--- src/rtl/sha256_msg_padder_if.sv ---
// ---------------------------------------------------------------------------
// sha256_msg_padder_if
// Bundles the message-word stream and the block bus of the SHA-256 padder.
//   in_valid / in_ready : word handshake from the message source
//   in_data             : big-endian message word, first byte in [31:24]
//   in_last / in_bytes  : final-word marker and its count of valid bytes
//   blk_data            : 512-bit block, word i at [32*i +: 32]
//   blk_start           : one-cycle start pulse to the compression core
//   blk_first/blk_last  : block opens / closes a message
//   blk_done            : core completion level
// Modports: slave is the padder's view, master is the environment's view
// (message source plus compression core).
// ---------------------------------------------------------------------------
interface sha256_msg_padder_if;
  logic         in_valid;
  logic         in_ready;
  logic [31:0]  in_data;
  logic         in_last;
  logic [2:0]   in_bytes;
  logic [511:0] blk_data;
  logic         blk_start;
  logic         blk_first;
  logic         blk_last;
  logic         blk_done;

  modport slave (
    input  in_valid, in_data, in_last, in_bytes, blk_done,
    output in_ready, blk_data, blk_start, blk_first, blk_last
  );

  modport master (
    output in_valid, in_data, in_last, in_bytes, blk_done,
    input  in_ready, blk_data, blk_start, blk_first, blk_last
  );
endinterface

--- src/rtl/sha256_msg_padder.sv ---
// ---------------------------------------------------------------------------
// sha256_msg_padder
// Takes a message as a stream of 32-bit big-endian words, applies SHA-256
// padding (0x80 marker, zero fill, 64-bit bit length) and presents complete
// 512-bit blocks to the compression core, holding each until it completes.
// Ports:
//   clk     : rising-edge clock
//   reset_n : asynchronous active-low reset
//   bus     : sha256_msg_padder_if.slave (word stream in, block bus out)
// ---------------------------------------------------------------------------
module sha256_msg_padder (
  input logic               clk,
  input logic               reset_n,
  sha256_msg_padder_if.slave bus
);

  typedef enum logic [1:0] {
    ST_FILL,
    ST_PAD,
    ST_ISSUE,
    ST_WAIT
  } state_t;

  state_t       r_state;
  state_t       w_nextState;

  logic [3:0]   r_widx;
  logic [63:0]  r_len;
  logic         r_needLen;
  logic         r_first;
  logic         r_markOwed;
  logic         r_blkFirst;
  logic         r_blkLast;
  logic [31:0]  r_words [16];

  logic         w_accept;
  logic [2:0]   w_nBytes;
  logic [5:0]   w_lenAdd;
  logic [31:0]  w_fillWord;
  logic         w_padLenOk;
  logic [31:0]  w_padWord;

  // Decode the incoming word: effective byte count (out-of-range counts mean
  // a full word), the bit-length increment, and the stored form of a short
  // last word with the marker inserted and the garbage bytes cleared.
  always_comb begin
    w_accept   = (r_state == ST_FILL) && bus.in_valid;
    w_nBytes   = 3'd4;
    if ((bus.in_bytes >= 3'd1) && (bus.in_bytes <= 3'd3)) begin
      w_nBytes = bus.in_bytes;
    end
    w_lenAdd   = bus.in_last ? {w_nBytes, 3'b000} : 6'd32;
    w_fillWord = bus.in_data;
    if (bus.in_last) begin
      case (w_nBytes)
        3'd1:    w_fillWord = {bus.in_data[31:24], 24'h800000};
        3'd2:    w_fillWord = {bus.in_data[31:16], 16'h8000};
        3'd3:    w_fillWord = {bus.in_data[31:8], 8'h80};
        default: w_fillWord = bus.in_data;
      endcase
    end
  end

  // Pad word for the current slot. The length may only go into slots 14/15
  // once the marker sits earlier in the same block; if the marker itself
  // lands in 14 or 15 the length is deferred to a length-only block.
  always_comb begin
    w_padLenOk = !r_markOwed && !r_needLen;
    w_padWord  = 32'h0;
    if (r_markOwed) begin
      w_padWord = 32'h8000_0000;
    end else if (w_padLenOk && (r_widx == 4'd14)) begin
      w_padWord = r_len[63:32];
    end else if (w_padLenOk && (r_widx == 4'd15)) begin
      w_padWord = r_len[31:0];
    end
  end

  // State register.
  always_ff @(posedge clk or negedge reset_n) begin
    if (!reset_n) begin
      r_state <= ST_FILL;
    end else begin
      r_state <= w_nextState;
    end
  end

  // Next-state logic. After the core finishes, a block that still owes the
  // marker (full last word in slot 15) or the length goes back to PAD.
  always_comb begin
    w_nextState = r_state;
    case (r_state)
      ST_FILL: begin
        if (w_accept && (r_widx == 4'd15)) begin
          w_nextState = ST_ISSUE;
        end else if (w_accept && bus.in_last) begin
          w_nextState = ST_PAD;
        end
      end
      ST_PAD: begin
        if (r_widx == 4'd15) begin
          w_nextState = ST_ISSUE;
        end
      end
      ST_ISSUE: w_nextState = ST_WAIT;
      ST_WAIT: begin
        if (bus.blk_done) begin
          w_nextState = (r_needLen || r_markOwed) ? ST_PAD : ST_FILL;
        end
      end
      default: w_nextState = ST_FILL;
    endcase
  end

  // Block buffer, slot pointer, length counter and message flags. The buffer
  // is only written in FILL and PAD, so it is frozen while the core reads it.
  always_ff @(posedge clk or negedge reset_n) begin
    if (!reset_n) begin
      r_widx     <= 4'd0;
      r_len      <= 64'd0;
      r_needLen  <= 1'b0;
      r_first    <= 1'b1;
      r_markOwed <= 1'b0;
      r_blkFirst <= 1'b0;
      r_blkLast  <= 1'b0;
      for (int i = 0; i < 16; i++) begin
        r_words[i] <= 32'h0;
      end
    end else begin
      case (r_state)
        ST_FILL: begin
          if (w_accept) begin
            r_words[r_widx] <= w_fillWord;
            r_len           <= r_len + {58'd0, w_lenAdd};
            r_widx          <= r_widx + 4'd1;
            if (bus.in_last) begin
              r_markOwed <= (w_nBytes == 3'd4);
              if ((w_nBytes != 3'd4) && (r_widx >= 4'd14)) begin
                r_needLen <= 1'b1;
              end
            end
          end
        end
        ST_PAD: begin
          r_words[r_widx] <= w_padWord;
          r_widx          <= r_widx + 4'd1;
          if (r_markOwed) begin
            r_markOwed <= 1'b0;
            if (r_widx >= 4'd14) begin
              r_needLen <= 1'b1;
            end
          end
          if ((r_widx == 4'd15) && w_padLenOk) begin
            r_blkLast <= 1'b1;
          end
        end
        ST_WAIT: begin
          if (bus.blk_done) begin
            r_widx    <= 4'd0;
            r_blkLast <= 1'b0;
            if (r_needLen) begin
              r_needLen <= 1'b0;
            end else if (!r_markOwed && r_blkLast) begin
              r_len   <= 64'd0;
              r_first <= 1'b1;
            end
          end
        end
        default: ;
      endcase
      // Entering ISSUE latches whether this block opens a message.
      if (w_nextState == ST_ISSUE) begin
        r_blkFirst <= r_first;
        r_first    <= 1'b0;
      end
    end
  end

  // Outputs. in_ready is gated by reset_n so it is low throughout reset.
  always_comb begin
    bus.in_ready  = reset_n && (r_state == ST_FILL);
    bus.blk_start = (r_state == ST_ISSUE);
    bus.blk_first = r_blkFirst;
    bus.blk_last  = r_blkLast;
    bus.blk_data  = '0;
    for (int i = 0; i < 16; i++) begin
      bus.blk_data[32*i +: 32] = r_words[i];
    end
  end

endmodule

--- src/flat_wrapper.sv ---
// flat-port wrapper written by rule: the top's interface ports become plain ports
module sha256_msg_padder_flat 
  (clk, reset_n, bus_in_valid, bus_in_data, bus_in_last, bus_in_bytes, bus_blk_done, bus_in_ready, bus_blk_data, bus_blk_start, bus_blk_first, bus_blk_last);
  sha256_msg_padder_if bus_i ();
  input logic clk;
  input logic reset_n;
  input wire logic [$bits(bus_i.in_valid)-1:0] bus_in_valid;
  input wire logic [$bits(bus_i.in_data)-1:0] bus_in_data;
  input wire logic [$bits(bus_i.in_last)-1:0] bus_in_last;
  input wire logic [$bits(bus_i.in_bytes)-1:0] bus_in_bytes;
  input wire logic [$bits(bus_i.blk_done)-1:0] bus_blk_done;
  output wire logic [$bits(bus_i.in_ready)-1:0] bus_in_ready;
  output wire logic [$bits(bus_i.blk_data)-1:0] bus_blk_data;
  output wire logic [$bits(bus_i.blk_start)-1:0] bus_blk_start;
  output wire logic [$bits(bus_i.blk_first)-1:0] bus_blk_first;
  output wire logic [$bits(bus_i.blk_last)-1:0] bus_blk_last;
  assign bus_i.in_valid = bus_in_valid;
  assign bus_i.in_data = bus_in_data;
  assign bus_i.in_last = bus_in_last;
  assign bus_i.in_bytes = bus_in_bytes;
  assign bus_i.blk_done = bus_blk_done;
  assign bus_in_ready = bus_i.in_ready;
  assign bus_blk_data = bus_i.blk_data;
  assign bus_blk_start = bus_i.blk_start;
  assign bus_blk_first = bus_i.blk_first;
  assign bus_blk_last = bus_i.blk_last;
  sha256_msg_padder u_core (.clk(clk), .reset_n(reset_n), .bus(bus_i));
endmodule
--- config.mk ---
export PLATFORM = sky130hd
export DESIGN_NAME = sha256_msg_padder_flat
export DESIGN_NICKNAME = d
export VERILOG_FILES = /design/src/rtl/sha256_msg_padder_if.sv /design/src/rtl/sha256_msg_padder.sv /design/src/flat_wrapper.sv
export SDC_FILE = /design/constraint.sdc
export NUM_CORES = 1
export LEC_CHECK = 0
export CAP_MARGIN = 20
export CORE_MARGIN = 5
export CORE_UTILIZATION = 53
export DETAILED_ROUTE_END_ITERATION = 16
export PLACE_DENSITY = 0.85
export SYNTH_ARGS = -nofsm -noshare
export SYNTH_HDL_FRONTEND = slang
export SYNTH_SLANG_ARGS = --single-unit
--- constraint.sdc ---
create_clock -name clk -period 6.3 [get_ports clk]
set_input_delay 1.89 -clock clk [delete_from_list [all_inputs] [get_ports clk]]
set_output_delay 1.89 -clock clk [all_outputs]
set_load 0.01 [all_outputs]
==> results.txt <==
----------------------------------------------------
[Power and ir drop]
  Worst ir drop on vdd ... 0.423 mV
  PnR Total Power ... 18.7 mW
  Power per standard cell area ... 603 mW/mm²
  Pleak ... 13.2 nW

[Routing]
  Detail-routed net length per standard cell ... 24.5 µm
  Violation count after the first detailed-route iteration ... 2446
  # DRC ... 0
  Count of antenna-violating nets left after detailed routing ... 0
  Detailed-route vias per instance ... 5.93
  Total iterations of the first detailed-routing run ... 6
  Detailed-route wire length ... 82100 µm
  Via count ... 19841

[Timing]
  Number of setup violations in the final report ... 0
  Maximum operating frequency ... 0.200 GHz
  Summed negative setup slack over all endpoints ... 0 ns
  Worst slack on hold paths ... 0.498 ns
  Shortest clock period the worst path allows after layout ... 5.00 ns
  Worst slew pin tran ... 1.35 ns
  Final Max Tran Viols ... 0
  Clock Skews ... 0.0246 ns
  Period utilisation layout ... 0.794
  Setup repair after global routing missed its margin ... no
  Number of endpoints with negative hold slack in the final report ... 0
  Slew margin rel. ... 0.103

[Synthesis]
  Synth Instances ... 2220
  Synth warn ... 0
  Largest cells by area after synthesis ... dfrtp_1, a21oi_1, nor2_1
  Primary flip-flop cell chosen by synthesis mapping ... dfrtp_1
  Async set-or-reset flop fraction in the synthesized netlist ... 1.00
  Post-synth net total ... 2269
  Synthesized area per cell ... 10.3 µm²
  Synthesis-stage register bit count ... 584
  Area of the mapped netlist ... 0.0229 mm²
  Cell taking the most area after synthesis ... dfrtp_1
  Area share of the largest cell type after synthesis ... 0.638
  Unique cell type count in the Yosys netlist ... 53
  Number of synthesized flops with an enable pin ... 0
  Fraction of the yosys area taken by sequential cells ... 0.639

[Die]
  Floorplan row count ... 76
  Standard cell core area ... 0.0429 mm²
  Die area ... 0.0474 mm²
  Width of the die ... 218 µm
  Number of top-level pins ... 556
  DIE HEIGHT ... 218 µm
  Effective utilization at floorplan ... 0.534

[Finish]
  Post-layout instance count excluding filler cells ... 3345
  Net count reported at finish ... 2761
  FILL cells ... 2842
  Fraction of final layout cells with drive strength greater than 1 ... 0.0870
  Core occupancy in the finished layout ... 0.722
  Relative area change from synthesis to final layout ... 35.3%

[Placement]
  Post-detail-place hpwl ... 56300 µm
  Placer congestion estimate ... 0.919
  Post-placement cell count ... 3236
  Port bufs ... 555

[Global route]
  Global-route total usage across every layer ... 0.336
  Number of global-route vias before repair ... 19933
  Initial antenna violation count ... 2
  Maximum number of pins on one net before global-route repair ... 170
  Grt total ovfl ... 0
  First-pass GRT wire length ... 122000 µm

[Critical path]
  Buffers plus inverters on the worst setup path ... 2
  Required time at the worst-slack endpoint ... 4.41 ns
  Crit-path cells ... buf_8 > nor3b_1 > clkdlybuf4s50_1
  Maximum fanout along the worst path ... 50
  Slowest cell on the critical path ... clkdlybuf4s50_1
  FF-to-FF path depth ... 4
  Beginning of the worst register-to-register path ... u_core.r_state[0]
  Capturing element type of the critical path ... primary output
  Critical setup path kind ... in2out
  Kind of start point of the critical path ... primary input
  Reg2Reg Setup Slack ... 2.74 ns
  Crit path DAT ... 3.11 ns
  Reg-to-Reg End ... u_core.bus.blk_data[84]
  Cell family contributing the most delay on the critical path ... buffers and inverters
  Max incr delay on CP ... 0.64 ns

[Hold path]
  Hold path depth ... 2
  Endpoint of the worst hold path ... u_core.r_first
  Worst min-delay path class ... reg2reg
  Startpoint of the most critical hold path ... u_core.r_first

[CTS]
  Hold-fix buffer count after cts ... 0
  Resized cells post-CTS ... 0
  Number of levels the H-tree was split into ... 2
  Clock tree from TritonCTS ... yes
  Post-CTS Setup Bufs ... 0
  Root buffer cell ... clkbuf_16
  CTS sink count ... 584
  Cts bufs inserted ... 58
  Clock slew seen by the registers of the worst setup and hold paths ... 0.06 ns
  Insertion delay of the later-clocked pin in the worst-skew pair ... 0.62 ns
  Longest Clk Path Bufs ... 3

[Run]
  Number of max-cap violations ... 0

[Outcome]
  Result of the run ... completed

----------------------------------------------------
-- cells by family after synthesis --
family	count (synthesis)	synth area share
buffers and inverters	191	0.0340
AOI/OAI and AO/OA	640	0.157
and+or+nand+nor	735	0.138
xor gates and xnor gates	27	0.0103
muxes	34	0.0167
adders and majority gates	9	0.00525
DFF	584	0.639
-- worst min-delay path, cell delays in order (launching register included) --
cell	delay (ns)
dfstp_2	0.37
nor2_1	0.09
nor2_1	0.04
-- cells in the mapped netlist, types with 26 or more instances --
master,instances
a21oi_1,523
a22o_1,26
buf_2,37
clkbuf_1,131
dfrtp_1,583
mux2_2,34
nand2_1,43
nand3_1,29
nand4_1,29
nor2_1,533
o21ai_0,35
or3_1,27
-- flip-flops by register name, indices dropped and copies added, names as in the netlist --
name	flops
u_core.r_markOwed	1
u_core.r_widx	4
u_core.bus.blk_first	1
u_core.bus.blk_data	512
u_core.r_state	2
u_core.r_first	1
u_core.r_needLen	1
u_core.bus.blk_last	1
u_core.r_len	61
-- metrics by stage --
step                      setup slack (ns)  instance area, µm²
after floorplan                       2.18               22900
after global placement                1.28               28900
after detailed placement              1.28               28900
after CTS                             1.28               31000
after global routing                  1.21               31000
final                                 1.30               31000
-- area by class of cell --
cell class / count / area, µm² / area share
tap: 585 / 732 / 0.0236
clock inverter: 23 / 304 / 0.00982
clock buffer: 83 / 1730 / 0.0558
multi-input combinational: 1445 / 7540 / 0.244
inverter: 16 / 60.1 / 0.00194
sequential: 584 / 14600 / 0.472
antenna: 2 / 5.00 / 0.000162
timing repair buffer: 607 / 5980 / 0.193
-- worst max path at each step --
stage | from | to | depth (start not counted)
6_report | reset_n | bus_in_ready | 3
5_1_grt | reset_n | bus_in_ready | 3
4_1_cts | reset_n | bus_in_ready | 3
3_5_place_dp | bus_in_last | u_core.r_len[50] | 10
3_3_place_gp | reset_n | bus_in_ready | 3
2_1_floorplan | bus_in_last | u_core.r_len[56] | 9
-- placed cells by master, fill, tap and decap left out, drive strengths merged, types with 21 or more instances in the layout --
cell and instances:
nand4 30, dfrtp 583, buf 53, nand3 30, or3 27, a22o 26
a21oi 524, nor2 534, o21ai 36, and2 21, clkdlybuf4s50 554, a22oi 28
mux2 34, nand2 43, clkbuf 83
-- power breakdown --
part	internal [mW]	leakage (nW)	switching, mW	total, mW
logic	4.00	5.07	4.41	8.40
clock network	2.18	0.999	1.48	3.66
registers	5.49	7.10	1.13	6.62
total	11.7	13.2	7.01	18.7
-- layer usage --
layer / share of wire / global-route usage / up-vias
li1: - / - / 8538
met1: 0.36 / 0.415 / 9693
met2: 0.48 / 0.550 / 1289
met3: 0.10 / 0.0869 / 321
met4: 0.061 / 0.175 / 0
met5: 0 / 0 / -
Power figures use the tool's default switching activity.
==> edit, RTL diff (same settings) <==
Reset style: synchronous (`reset_n`), changed in 2 clocked blocks. Comments in the files are not updated.
--- a/src/rtl/sha256_msg_padder.sv
+++ b/src/rtl/sha256_msg_padder.sv
@@ -78,5 +78,5 @@
 
   // State register.
-  always_ff @(posedge clk or negedge reset_n) begin
+  always_ff @(posedge clk) begin
     if (!reset_n) begin
       r_state <= ST_FILL;
@@ -115,5 +115,5 @@
   // Block buffer, slot pointer, length counter and message flags. The buffer
   // is only written in FILL and PAD, so it is frozen while the core reads it.
-  always_ff @(posedge clk or negedge reset_n) begin
+  always_ff @(posedge clk) begin
     if (!reset_n) begin
       r_widx     <= 4'd0;
Function: differs if reset_n is asserted again (counterexample within 4 cycles, from zero or initial values and one cycle with reset_n low); with reset_n held inactive, the same outputs for 4 cycles.
==> edit against the original RTL <==
Core utilization grew 1.1 points; synthesized cell count shrank 24%; cell area shrank 1.1%; clock skew grew 0.0062 ns; global-route usage shrank 0.53 points; sequential cell count is the same; synthesized area shrank 2.5%; worst setup slack lost 0.36 ns; count of clock-buffer cells in the layout shrank 12; wire length shrank 3.2%; critical endpoint unchanged.
Power is not compared: it rests on default switching activity, and its combinational part moved more than twofold at a synthesized area within 25%.
==> edit: results (changes against the original RTL) <==
[run_status]
outcome=finished, final reports clean

[global_route]
grt_use_total=0.3308  ; -0.005282
met3_usage=0.09091  ; +0.004001
grt_pass1_vias=16710  ; -16%
gr-usage-met1=0.4016  ; -0.01382
grt_pass1_wl_um=114800  ; -5.6%
grt_antenna_before_repair=1  ; -1
grt_max_degree=60  ; -65%
grt_util_met2=0.5634  ; +0.01340

[power]
vdd_drop_max_mv=0.2595
p_leak_nw=10.75

[clock_network]
cts_max_level=2  ; unchanged
numClockSinks=584  ; unchanged
ctsResizeCount=0  ; unchanged
cts_buffers=57  ; -1.7%
cts_max_path_buffers=3  ; unchanged

[placement]
routabilityCongestion=0.9398  ; +2.3%
dp_hpwl_um=54340  ; -3.5%

[synth]
synthTopCellsByCount=nor2_1 (553), edfxtp_1 (512), clkbuf_1 (82)
synthArstFlopShare=0  ; -1.000
ys_seq_area_frac=0.7537  ; +0.1150
yosysMostFrequentCell=nor2_1
ys.flop_type=edfxtp_1
synth_nets=1732  ; -24%
yosys-top-cells-area=edfxtp_1 (69%), nor2_1 (9.3%), dfxtp_1 (6.5%), clkbuf_1 (1.4%), a21oi_1 (1.1%)
synth.distinct_cells=62  ; +17%
synth_edf_count=512  ; +512

[critical_path]
crit_arrival_ns=3.47  ; +0.36 ns
cpMaxStageDelayCell=clkdlybuf4s50_1
r2r-start=u_core.r_widx[2]$_SDFFE_PN0P_
slowest_delay_ns=0.62  ; -0.02 ns
path_max_fanout=12  ; -76%

[layout]
diodes=0  ; -2
buffer_area_frac=0.1970  ; +0.004023
inv_count=13  ; -3
fillers=2425  ; -15%
multi_input_cells=970  ; -33%
drive_above_1_share=0.08526  ; -0.001755
multiInputGateArea_sq_um=5040  ; -33%
nNonClkBuffers=613  ; +0.99%
layout.nets=2288  ; -17%
clockNetworkAreaShare=0.06551  ; -0.00007519
n_clock_buffer=71  ; -14%
seq_area_frac=0.5492  ; +0.07722

[routing]
top_layer_used=met5
dr_wl_met3_um=9842  ; +17%
routed_via_density=6.060  ; +2.2%
wirelength_um=79450  ; -3.2%
wl_met2_um=39830  ; +1.4%
dr.first_iter.drc_count=2547  ; +4.1%
m1WireLength_um=25810  ; -12%

[sta]
tightest_slew_ns=1.264  ; -0.08131 ns
skew_ns=0.03081  ; +0.006239 ns
fmax_ghz=0.1865  ; -6.7%

[worst_hold_path]
hold_path.startpoint=u_core.r_first$_SDFFE_PN1P_

[edit: changes by cell type after synthesis, sizes merged, moves of 14 or more]
cell / before / now
a2bb2oi: 0 / 18
nor2: 534 / 554
clkbuf: 131 / 83
dfrtp: 583 / 0
o31ai: 4 / 18
or4: 5 / 19
mux2: 34 / 0
edfxtp: 0 / 512
a22o: 26 / 0
dfxtp: 0 / 72
a21oi: 524 / 48
and2: 21 / 5
nand2: 43 / 59
[edit: metrics by stage]
stage               hold WS [ns]  cell area (sq um)  worst slack, ns  power [W]  std cells
floorplan                 0.4405              22310            2.023   0.004759       1683
global placement          0.4496              28520           0.9703   0.005248       2713
detailed placement        0.4615              28550           0.9595   0.005276       2715
CTS                       0.4704              30560           0.9435   0.008869       2822
global route              0.5040              30620           0.9104   0.009105       2826
finish                    0.4664              30620           0.9378   0.008869       2826
[edit: worst paths after layout]
kind | slack [ns] | end | cells after the start
setup / recovery | 0.94 | bus_in_ready | 4
hold reg to reg | 0.47 | u_core.r_first$_SDFFE_PN1P_ | 1
setup reg to reg | 2.83 | u_core.r_words[2][15]$_SDFFCE_PN0P_ | 5
hold / removal | 0.47 | u_core.r_first$_SDFFE_PN1P_ | 1
[edit: report_power, final]
group | internal (W) | switching [W]
sequential | 0.00435 | 0.0000627
clock | 0.00216 | 0.00149
combinational | 0.000320 | 0.000485
total | 0.00683 | 0.00204
[edit: cell families (layout without fill, tap and decap cells)]
group,count (synthesis),in the layout,share of synthesized area
AOI/OAI and AO/OA,164,164,0.05254
xor gates and xnor gates,26,26,0.01021
adders and majority gates,9,9,0.005383
buffers and inverters,129,733,0.02546
DFF,584,584,0.7537
muxes,1,1,0.0004486
and+or+nand+nor,770,770,0.1523
[edit: critical path: cells and delay by family]
kind          cells  cell delay (ns)
buf+inv           3             1.30
simple gates      1             0.28
